<file path="src/rtl/kyber_pkg.sv">
// kyber_pkg: shared Kyber constants and butterfly mode encoding
package kyber_pkg;
  localparam int KYBER_Q = 3329;
  localparam int KYBER_Q_W = 12;
  typedef enum logic {BF_MODE_CT = 1'b0, BF_MODE_GS = 1'b1} bf_mode_e;
endpackage

</file>
<file path="src/rtl/mod_mul_pipe.sv">
// mod_mul_pipe: (a*b) mod Q on plain residues with a fixed MUL_LAT latency and shared enable
module mod_mul_pipe
  import kyber_pkg::*;
#(
  parameter int Q_W = KYBER_Q_W,
  parameter int Q = KYBER_Q,
  parameter int MUL_LAT = 2
) (
  input  logic           i_clk,
  input  logic           i_rstn,
  input  logic           i_en,
  input  logic [Q_W-1:0] i_a,
  input  logic [Q_W-1:0] i_b,
  output logic [Q_W-1:0] o_p
);
  logic [2*Q_W-1:0] prod;
  logic [Q_W-1:0] r [MUL_LAT];
  assign prod = (2*Q_W)'(i_a) * (2*Q_W)'(i_b);
  always_ff @(posedge i_clk) begin
    if (!i_rstn) begin
      r <= '{default: '0};
    end else if (i_en) begin
      r[0] <= Q_W'(prod % (2*Q_W)'(Q));
      for (int i = 1; i < MUL_LAT; i++) r[i] <= r[i-1];
    end
  end
  assign o_p = r[MUL_LAT-1];
endmodule

</file>
<file path="src/rtl/butterfly_core_pipe.sv">
// butterfly_core_pipe: pipelined CT/GS butterfly with tag pass-through and stall
module butterfly_core_pipe
  import kyber_pkg::*;
#(
  parameter int Q_W = KYBER_Q_W,
  parameter int Q = KYBER_Q,
  parameter int MUL_LAT = 2,
  parameter int TAG_W = 8
) (
  input  logic             i_clk,
  input  logic             i_rstn,
  input  logic             i_valid,
  input  logic             i_mode,
  input  logic [Q_W-1:0]   i_x,
  input  logic [Q_W-1:0]   i_y,
  input  logic [Q_W-1:0]   i_zeta,
  input  logic [TAG_W-1:0] i_tag,
  input  logic             i_stall,
  output logic             o_valid,
  output logic [Q_W-1:0]   o_z_h,
  output logic [Q_W-1:0]   o_z_l,
  output logic [TAG_W-1:0] o_tag,
  output logic             o_busy
);
  localparam logic [Q_W:0] QE = (Q_W+1)'(Q);
  function automatic logic [Q_W-1:0] add_mod(input logic [Q_W-1:0] a, input logic [Q_W-1:0] b);
    logic [Q_W:0] s;
    s = {1'b0, a} + {1'b0, b};
    return (s >= QE) ? Q_W'(s - QE) : s[Q_W-1:0];
  endfunction
  function automatic logic [Q_W-1:0] sub_mod(input logic [Q_W-1:0] a, input logic [Q_W-1:0] b);
    logic [Q_W:0] d;
    d = {1'b0, a} - {1'b0, b};
    return d[Q_W] ? Q_W'(d + QE) : d[Q_W-1:0];
  endfunction
  logic en;
  bf_mode_e mode_in, m;
  logic [MUL_LAT-1:0] vld;
  bf_mode_e mode [MUL_LAT];
  logic [TAG_W-1:0] tag [MUL_LAT];
  logic [Q_W-1:0] hd [MUL_LAT];
  logic [Q_W-1:0] mul_a, t, h;
  assign en = !i_stall;
  assign mode_in = bf_mode_e'(i_mode);
  // GS diff is formed ahead of the multiplier so both modes occupy the same multiplier slot
  assign mul_a = (mode_in == BF_MODE_GS) ? sub_mod(i_x, i_y) : i_y;
  assign h = hd[MUL_LAT-1];
  assign m = mode[MUL_LAT-1];
  mod_mul_pipe #(.Q_W(Q_W), .Q(Q), .MUL_LAT(MUL_LAT)) u_mul (
    .i_clk  (i_clk),
    .i_rstn (i_rstn),
    .i_en   (en),
    .i_a    (mul_a),
    .i_b    (i_zeta),
    .o_p    (t)
  );
  always_ff @(posedge i_clk) begin
    if (!i_rstn) begin
      vld <= '0;
      mode <= '{default: BF_MODE_CT};
      tag <= '{default: '0};
      hd <= '{default: '0};
      o_valid <= 1'b0;
      o_z_h <= '0;
      o_z_l <= '0;
      o_tag <= '0;
      o_busy <= 1'b0;
    end else if (en) begin
      vld[0] <= i_valid;
      mode[0] <= mode_in;
      tag[0] <= i_tag;
      hd[0] <= (mode_in == BF_MODE_GS) ? add_mod(i_x, i_y) : i_x;
      for (int i = 1; i < MUL_LAT; i++) begin
        vld[i] <= vld[i-1];
        mode[i] <= mode[i-1];
        tag[i] <= tag[i-1];
        hd[i] <= hd[i-1];
      end
      o_valid <= vld[MUL_LAT-1];
      o_z_h <= !vld[MUL_LAT-1] ? '0 : (m == BF_MODE_GS) ? h : add_mod(h, t);
      o_z_l <= !vld[MUL_LAT-1] ? '0 : (m == BF_MODE_GS) ? t : sub_mod(h, t);
      o_tag <= vld[MUL_LAT-1] ? tag[MUL_LAT-1] : '0;
      // equals the OR of every valid bit after this edge, output stage included
      o_busy <= i_valid | (|vld);
    end
  end
endmodule

</file>
<file path="config.mk">
export PLATFORM = sky130hd
export DESIGN_NAME = butterfly_core_pipe
export DESIGN_NICKNAME = d
export VERILOG_FILES = /design/src/rtl/kyber_pkg.sv /design/src/rtl/mod_mul_pipe.sv /design/src/rtl/butterfly_core_pipe.sv
export SDC_FILE = /design/constraint.sdc
export NUM_CORES = 1
export LEC_CHECK = 0
export ABC_AREA = 0
export CAP_MARGIN = 40
export CORE_ASPECT_RATIO = 0.8
export CORE_MARGIN = 4
export CORE_UTILIZATION = 55
export DETAILED_ROUTE_END_ITERATION = 6
export PLACE_DENSITY = 0.81
export SLEW_MARGIN = 20
export SYNTH_ARGS = -nofsm -noshare
export SYNTH_HDL_FRONTEND = slang
export SYNTH_SLANG_ARGS = --single-unit
</file>
<file path="constraint.sdc">
create_clock -name i_clk -period 60.8 [get_ports i_clk]
set_input_delay 12.16 -clock i_clk [delete_from_list [all_inputs] [get_ports i_clk]]
set_output_delay 12.16 -clock i_clk [all_outputs]
set_load 0.005 [all_outputs]
</file>
After elaboration in Yosys (flattened, before gate mapping)
Cells that the tools add are included.
Word-level totals
  flip-flop bits (word level): 102
  word-level logic and storage cells: 39
  input port bits: 49
  output and inout port bits: 34
Operators by class
  reduce and logical (&&, ||, !) cells: 1
  multipliers: 1
  add/sub/neg operators: 8
  order comparisons: 2
  div/mod/pow operators: 1
  mux-type cells: 11
  bitwise logic cells: 1
Operators by type and width (number)
  2-to-1 mux 12 bit: 10
  adder 12 x 12 -> 13 bit: 2
  greater-or-equal comparator 13 x 12 -> 1 bit (second input constant): 2
  subtractor 12 x 12 -> 13 bit: 2
  adder 12 bit (second input constant): 2
  remainder unit 24 x 12 -> 24 bit (second input constant): 1
  multiplier 12 x 12 -> 24 bit: 1
  subtractor 12 bit (second input constant): 2
  2-to-1 mux 8 bit: 1
  OR reduction 2 bit: 1
  OR 1 bit: 1

Longest topological paths before layout
Gate-level depths: netlist of run 1.
  depth after elaboration: 6
  gate-level depth with buffers: 93
  depth with buffers taken out: 81

Cells and area by module
From an unflattened synthesis of run 1, not the netlist that was laid out.
Unflattened totals
  cells, all modules: 2506
  area, all modules: 19407.4 um^2
Modules (own cells, without submodules)
  mod_mul_pipe: times used 1, area each 12594.6 um^2, cells each 1650, sequential area each 480.5 um^2
  butterfly_core_pipe: times used 1, area each 6812.8 um^2, cells each 856, sequential area each 1561.5 um^2

Worst setup path after synthesis of run 1
No wires, ideal clock.
  path type: in2reg
  start point: in i_x[0]
  end point: reg u_mul.r[12] in the netlist's numbering
  cell stages on the path: 87
  path buffers: 7
  data required time: 60.685 ns
  setup time: 0.115 ns
  setup slack: 29.499 ns
  arrival: 31.186 ns
  cells stage by stage: inv_1 > ha_1 > fa_1 > nor2b_1 > o21ai_0 > a21boi_0 > o21ai_0 > a21boi_0 > o21ai_0 > a21boi_0 > o21ai_0 > a21oi_1 > or2_2 > nor2_1 > xnor2_1 > a21oi_1 > clkbuf_1 > nand2_1 > [... 51 more ...] > xnor2_2 > ha_1 > nor2_1 > nand3_1 > mux2i_1 > a41oi_2 > a31oi_2 > and2_1 > buf_4 > xnor2_1 > ha_1 > nand4bb_1 > o31a_1 > o21bai_4 > and2_4 > xnor2_1 > o21ai_1 > and2_1
Between the ends
  longest elaborated chain between the ends: 6
Ends and longest elaborated chain
  start, declared: line butterfly_core_pipe.sv:14  | input logic [Q_W-1:0] i_x,
  subtractor 12 x 12 -> 13 bit *: line butterfly_core_pipe.sv:33  | d = {1'b0, a} - {1'b0, b};
  adder 12 bit: line butterfly_core_pipe.sv:34  | return d[Q_W] ? Q_W'(d + QE) : d[Q_W-1:0];
  2-to-1 mux 12 bit *: line butterfly_core_pipe.sv:34
  2-to-1 mux 12 bit *: line butterfly_core_pipe.sv:46  | assign mul_a = (mode_in == BF_MODE_GS) ? sub_mod(i_x, i_y) : i_y;
  multiplier 12 x 12 -> 24 bit *: line mod_mul_pipe.sv:18  | assign prod = (2*Q_W)'(i_a) * (2*Q_W)'(i_b);
  remainder unit 24 x 12 -> 24 bit *: line mod_mul_pipe.sv:23  | r[0] <= Q_W'(prod % (2*Q_W)'(Q));
  end, declared: line mod_mul_pipe.sv:17  | logic [Q_W-1:0] r [MUL_LAT];
Mark *: on every way between the ends. The rest lies on a longest branch, timed or not.
A chain may end at the register's enable or synchronous reset.

Worst setup path after layout of run 1
  start point: in i_x[0]
  end point: reg u_mul.r[13] in the netlist's numbering
The elaborated chain is that of the path after synthesis.

==> results of run 1 <==
[area by class of cell]
cell class	instances	share of cell area [%]
Multi-Input combinational cell	1982	76.9
Inverter	180	3.45
Clock inverter	5	0.275
Clock buffer	11	1.29
Tap cell	427	2.73
Timing Repair Buffer	101	4.95
Sequential cell	102	10.4
[cell usage in the layout, fill, tap and decap left out, types with 10 or more instances in the layout]
master                            count
sky130_fd_sc_hd__o21ai_1             35
sky130_fd_sc_hd__nand3_1             43
sky130_fd_sc_hd__dfxtp_1            102
sky130_fd_sc_hd__o21ai_0            106
sky130_fd_sc_hd__nor3_1              50
sky130_fd_sc_hd__o21bai_1            21
sky130_fd_sc_hd__xor2_1              47
sky130_fd_sc_hd__nor4_1              10
sky130_fd_sc_hd__a211oi_2            10
sky130_fd_sc_hd__a31oi_1             14
sky130_fd_sc_hd__o211ai_1            21
sky130_fd_sc_hd__xnor2_1            115
sky130_fd_sc_hd__nor2_1             178
sky130_fd_sc_hd__ha_1               120
sky130_fd_sc_hd__o22ai_1             16
sky130_fd_sc_hd__nand2_1            251
sky130_fd_sc_hd__o21a_1              13
sky130_fd_sc_hd__a211oi_1            17
sky130_fd_sc_hd__mux2i_1             70
sky130_fd_sc_hd__nor2b_1             99
sky130_fd_sc_hd__a21oi_1            132
sky130_fd_sc_hd__or3_1               14
sky130_fd_sc_hd__inv_1              180
sky130_fd_sc_hd__a22oi_1             37
sky130_fd_sc_hd__clkdlybuf4s50_1     80
sky130_fd_sc_hd__a21o_1              26
sky130_fd_sc_hd__nand4_1             19
sky130_fd_sc_hd__buf_4               16
sky130_fd_sc_hd__fa_1               104
sky130_fd_sc_hd__nand2b_1            16
sky130_fd_sc_hd__and2_1              93
sky130_fd_sc_hd__and3_1              26
[worst paths after layout]
kind	end	slack, ns	cells after the start
setup / recovery	u_mul.r[13]$_SDFFE_PN0N_	25.48	82
setup reg to reg	o_z_h[6]$_SDFFE_PN0N_	55.99	26
hold / removal	u_mul.r[23]$_SDFFE_PN0N_	0.49	2
hold reg to reg	u_mul.r[23]$_SDFFE_PN0N_	0.49	2
[per-layer routing]
layer,routed length (um),global-route usage (%)
met3,3650,3.24
met4,632,4.37
met5,0,0
met1,22800,39.2
met2,21200,41.0
[registers in the layout, indices dropped and copies added, names as in the netlist, 2 cells and up]
signal and count:
vld 2, u_mul.o_p 12, u_mul.r 12, tag 16, h 12, o_z_l 12, o_tag 8, hd 12
o_z_h 12
[Yosys cell counts (all sizes together) (15+ instances only)]
cell type	n	area, um2
dfxtp	102	2040
and2	95	599
o21ai	144	739
nand2b	16	100
inv	180	676
xnor2	119	1070
nand2	254	961
o21a	15	121
xor2	49	444
o22ai	17	113
a211oi	28	273
mux2i	70	701
a22oi	37	278
a21oi	138	728
clkbuf	73	275
nor3	56	317
a31oi	18	138
or2	18	118
or3	16	110
nor2	183	709
a21o	26	195
o21bai	22	176
and3	26	163
nand3	43	215
ha	120	1500
nor2b	100	626
nand4	20	131
fa	104	2080
o211ai	24	195
buf	35	204
[critical path: cells and delay by family]
family / cells / cell delay, ns
AO/OA/AOI/OAI: 35 / 10.50
AND/OR/NAND/NOR: 23 / 6.21
buffers and inverters: 8 / 1.14
XOR/XNOR: 3 / 0.58
multiplexers: 3 / 0.86
adder cells (fa/ha/maj): 10 / 4.13
[metrics by stage]
step | hold WS [ns] | setup slack, ns | instances | util [%] | area [um2]
after detailed placement | 0.481 | 25.36 | 2790 | 59.0 | 19300
after global routing | 0.515 | 23.81 | 2808 | 60.0 | 19600
after CTS | 0.490 | 25.60 | 2806 | 60.0 | 19600
after floorplan | 0.439 | 29.50 | 2372 | - | 18200
after global placement | 0.456 | 26.07 | 2782 | 58.8 | 19200
final | 0.490 | 25.48 | 2808 | 60.0 | 19600
[kinds of logic (layout without fill, tap and decap cells)]
family / Yosys count / count (layout)
AND/OR/NAND/NOR: 876 / 876
XOR/XNOR: 169 / 169
multiplexers: 80 / 80
AO/OA/AOI/OAI: 628 / 628
buffers and inverters: 288 / 297
flip-flops: 102 / 102
adder cells (fa/ha/maj): 229 / 229
==> out/results.txt, run 1 <==
The run finished with clean final reports. Summing the areas of all fa, ha and maj instances in the mapped netlist gives 19.9% of the synthesized area. The total routing resource utilization after global routing is 26.1%. Once detail routing completed, the nets flagged for antenna violations numbered 0. The tightest min-delay check is of the flip-flop to flip-flop type.

The worst path uses 58.1% of the clock period. From left edge to right edge, the die measures 212 um. Root cell of the clock tree: sky130_fd_sc_hd__clkbuf_16. Synthesis warning total: 0. The detailed-route via count was 17,400; the die height was 171 um.

The post-route clock skew is 0.00693 ns, and the largest net degree at the start of global routing is 103. The detailed-route wire length per cell is 17.2 um. The first routing iteration left 1,545 violations.

Fraction of layout cells with a size suffix above 1: 6.47%. In the final layout, the multi-input gates occupy 15,000 um2. For the number of diodes, the log shows 0. The critical path is of the input port to flip-flop type. Sequential cells were found to cover 11.2% of the synthesized design area. Tracing the worst setup path back leads to its startpoint at i_x[0]. The average footprint of a synthesized cell works out to 7.69 um2.

Across the run, the number of max-cap violations was 0. The logs give 0 for the number of hold buffers added after CTS and 2040 um2 for the total area of sequential cells. The post-synthesis xor/xnor area fraction works out to 8.45%. The clock net sink count came out at 102. The row count is 59, and the total negative slack is 0 ns. In the synthesized netlist the dominant register cell turns out to be sky130_fd_sc_hd__dfxtp_1. For the overall die area, the log shows 36,100 um2.

STA classifies the critical path endpoint as a flip-flop. The mux cell area share after synthesis works out to 4.46%. In this run, synthesis produced a sequential element count of 102. For the timing-limited maximum frequency, the log shows 28.3 MHz. The cell area after synthesis was 18,200 um2; the count of mapped cells out of synthesis was 2,372.

The congestion estimate from routability-driven global placement came to 0.975. Total clock buffers created by CTS: 9. Critical hold path startpoint: u_mul.r[23]$_SDFFE_PN0N_. In this run the count of I/O pins placed on the die edge is 83. The initial antenna violation count is 0, and the clock edge transition at the registers on the reported setup and hold paths is 0.07 ns. The total iterations of the first detailed-routing run was 5; the average vias per placed instance was 6.19.

For the aggregate routed wire length, the log shows 48,200 um. Dominant combinational cell family by area after synthesis: compound AO/OA/AOI/OAI gates. Buffers placed on the I/O ports in this run total 82. The tools report the number of slew-limit violations in the final report as 0.

Setup repair after global routing left no endpoint under its margin. The total of cells resized after clock tree synthesis was 0; the endpoint required time on the critical path was 61.07 ns. The worst setup path is launched from an input port. Summing the areas of all and, or, nand and nor instances in the mapped netlist gives 24.5% of the synthesized area.

Detailed placement ended at an HPWL of 38,600 um. Of all nets on the critical path, the largest fanout is 11. The count of final setup violators is 0, and the async set or reset register ratio after synthesis is 0%. Distinct cell type count after synthesis: 137. The worst register-to-register path begins at h[0]$_SDFFE_PN0N_.

For the hold violation count in the final report, the log shows 0. Among all stages on the critical path, the largest delay is contributed by sky130_fd_sc_hd__or4b_2. The number of nets in the synthesized netlist is 2,645.

The synthesized netlist devotes 25.1% of its cell area to compound gates. TritonCTS built the clock tree. Counting along the longest clock path gives a buffer depth of 2. Yosys mapped a number of flops with a built-in enable equal to 0. For the core area, the log shows 32,600 um2.

Once the clock tree was built, the setup fixing pass inserted 0 buffers. Once the floorplan was initialized, standard cells occupied 55.9% of the core. Headroom to the max-slew limit came out at 38.9%. The sum of overflow across all layers after global routing is 0, and the post-detailed-route DRC marker count is 0. In this design, the stage delay of the slowest critical-path cell is 0.70 ns. Clock latency on the worst-skew pair, taken at its later pin, is 0.35 ns.

The minimum clock period after layout was 35.32 ns. The first global-routing pass estimated 81,200 um of wire. Via count of the first global-routing pass: 16,300. The area growth from synthesis to final layout came out at 7.33%. The net count reported at finish came out at 2,649. At the pin with the least slew margin, the transition time is 0.894 ns.

The number of fill cells in the layout is 2,843. The H-tree generated during clock tree synthesis spans 3 levels. STA puts the critical path data arrival time at 35.59 ns.
Power of run 1 is left out: the tool's default activity adds up to more than one toggle a clock period on the data nets, which glitch-free logic cannot reach.
==> run 2: changes to the inputs <==
--- a/config.mk
+++ b/config.mk
@@ -11,7 +11,7 @@
 export CORE_MARGIN = 4
 export CORE_UTILIZATION = 55
 export DETAILED_ROUTE_END_ITERATION = 6
-export PLACE_DENSITY = 0.81
+export PLACE_DENSITY = 0.83
 export SLEW_MARGIN = 20
 export SYNTH_ARGS = -nofsm -noshare
 export SYNTH_HDL_FRONTEND = slang
==> constraint.sdc (replaced) <==
create_clock -name i_clk -period 30.6 [get_ports i_clk]
set_input_delay 6.12 -clock i_clk [delete_from_list [all_inputs] [get_ports i_clk]]
set_output_delay 6.12 -clock i_clk [all_outputs]
set_load 0.005 [all_outputs]
==> out/results.txt, run 2 (synthesis gave the netlist of run 1 again) <==
The run finished with clean final reports. Number of slew-limit violations in the final report: 0. The library cells used most frequently in the layout, excluding fill and tap cells, are sky130_fd_sc_hd__nand2_1 (251), sky130_fd_sc_hd__inv_1 (180), sky130_fd_sc_hd__nor2_1 (178), sky130_fd_sc_hd__a21oi_1 (131), sky130_fd_sc_hd__ha_1 (120). The minimum clock period after layout works out to 28.95 ns.

The path class of the tightest hold or removal check is flip-flop to flip-flop. Critical-path maximum fanout: 11. Summed over all layers, the global routing overflow is 0. The fraction of layout cells with a size suffix above 1 came out at 6.51%. The cell count of the worst reg-to-reg path is 27. The tools report the core area as 32,600 um2. The repair_antennas step left the layout with diodes totalling 0. Setup repair after global routing left no endpoint under its margin.

The tools report the number of hold buffers added after CTS as 0. Compared with the post-synthesis result, the final layout area differs by 7.42%. In this run the worst setup path begins at i_x[0]. The net count of the finished layout is 2,648.

The worst register-to-register path ends at o_z_h[5]$_SDFFE_PN0N_. Setup violations remaining at the end of the flow were counted as 0. The tree is rooted in a sky130_fd_sc_hd__clkbuf_16. The clock arrives with 0.00661 ns of skew. By startpoint and endpoint, the worst setup path is classified as input port to flip-flop. The die is 171 um tall. In this run, post-CTS repair resized a total of 0 instances. Initial antenna violation count: 0.

The hold violation count in the final report came out at 0. The cell with the largest stage delay on the worst path was sky130_fd_sc_hd__or4b_2. The run gives 38.7% as the met1 routing resource usage after global routing. TritonCTS created 9 clock buffers.

The floorplan has 59 rows. The run gives 26.4% as the total routing resource utilization after global routing. Floorplan die width: 212 um.

Endpoint type of the worst setup path: a flip-flop. The met2 layer usage reported by global route came out at 41.6%. The clock reaches the later pin of the worst-skew pair after 0.35 ns. The register with the most flip-flops in the layout has 16 of them. Entering global routing, the biggest net connects 103 pins. Worst-case headroom to the max-slew limit: 44.5%. Number of port buffers: 82. The startpoint identified for the worst register-to-register timing path is u_mul.o_p[0]$_SDFFE_PN0N_.

For the number of ports placed on the die boundary, the log shows 83. The run gives 49,100 um as the aggregate routed wire length. In this run the register-to-register setup slack is 25.69 ns. The detailed-route via count came out at 17,500. The final period utilization is 94.6%, and the clock edge transition at the registers on the reported setup and hold paths is 0.07 ns. Global routing consumed, on the met3 layer, 3.94% of the routing resources. The worst-margin pin slew is 0.811 ns. The number of maximum-capacitance violations is 0, and the first-pass GRT wire length is 82,200 um.

The initial utilization of the core area, before any placement, comes to 55.9%. For the DRC marker count from the first detailed-route iteration, the log shows 1,773. The average vias per placed instance was 6.24. The via count of the first global-routing pass is 16,800. For this run, the slowest stage of the critical path takes 0.70 ns. The global placement routability congestion is 0.993.

Most flop-heavy register: tag. Leaving out fill and tap cells, the most frequent cell in the layout is sky130_fd_sc_hd__nand2_1. For the clock net sink count, the log shows 102. Counting along the longest clock path gives a buffer depth of 2.

The global-route layer with the greatest usage is met2. Buffers added to address setup during post-CTS repair amount to 0. The tools report the data arrival time of the critical path as 29.19 ns. Dividing the detail-routed wire length by the instance count gives 17.5 um.

The tools report the final design area excluding fillers as 19,600 um2. The overall die area was 36,100 um2. The H-tree generated during clock tree synthesis spans 3 levels.

Antenna violation net count after detailed routing: 0. Adding up every negative setup slack in the final design gives 0 ns. Timing-limited maximum frequency: 34.5 MHz.

The placed instances occupy a cell area of 19,200 um2. The most critical setup path has its endpoint at u_mul.r[14]$_SDFFE_PN0N_. STA classifies the critical path startpoint as an input port.

The pre-antenna-repair detailed-routing pass consisted of 6 iterations. The half-perimeter wire length of the detailed placement result is 39,000 um. TritonCTS built the clock tree. The endpoint required time on the critical path is 30.84 ns. The run gives 0 as the post-detailed-route DRC marker count.
==> run 2: through the flow <==
step,cells,util [%],hold slack [ns],setup slack [ns]
floorplan,2372,-,0.439,5.34
global placement,2783,58.8,0.469,1.97
detailed placement,2788,58.9,0.472,1.35
CTS,2804,59.9,0.483,1.62
global route,2807,60.0,0.510,0.105
finish,2807,60.0,0.471,1.65
==> run 2: worst min-delay path by stage <==
stage | from | end | cells after the start
final | u_mul.r[13]$_SDFFE_PN0N_ | u_mul.r[13]$_SDFFE_PN0N_ | 2
after global routing | u_mul.r[13]$_SDFFE_PN0N_ | u_mul.r[13]$_SDFFE_PN0N_ | 2
after CTS | u_mul.r[13]$_SDFFE_PN0N_ | u_mul.r[13]$_SDFFE_PN0N_ | 2
after detailed placement | u_mul.r[13]$_SDFFE_PN0N_ | u_mul.r[13]$_SDFFE_PN0N_ | 2
after global placement | u_mul.r[23]$_SDFFE_PN0N_ | u_mul.r[23]$_SDFFE_PN0N_ | 2
after floorplan | u_mul.r[13]$_SDFFE_PN0N_ | u_mul.r[13]$_SDFFE_PN0N_ | 2
==> run 2: critical path, delay by kind of cell <==
family / cells / cell delay, ns
AO/OA/AOI/OAI: 35 / 9.70
buffers and inverters: 8 / 1.10
XOR/XNOR: 4 / 0.77
multiplexers: 2 / 0.69
AND/OR/NAND/NOR: 23 / 6.64
adder cells (fa/ha/maj): 10 / 4.17
==> run 2: final cells by class <==
type                    count  area [um2]
clock buffers               9         225
clock inverters             7         114
fillers                  2848       13000
inverters                 180         676
multi-input cells        1982       15100
flip-flops and latches    102        2040
well taps                 427         534
repair buffers            100         943
==> run 2: routing by layer <==
layer  part of all wire, %  vias to the layer above
met5                     0                        -
met4                   1.8                        0
met3                   8.2                       92
met2                    44                      739
met1                    46                     8341
li1                      -                     8348
Power of run 2 is left out for the same reason.
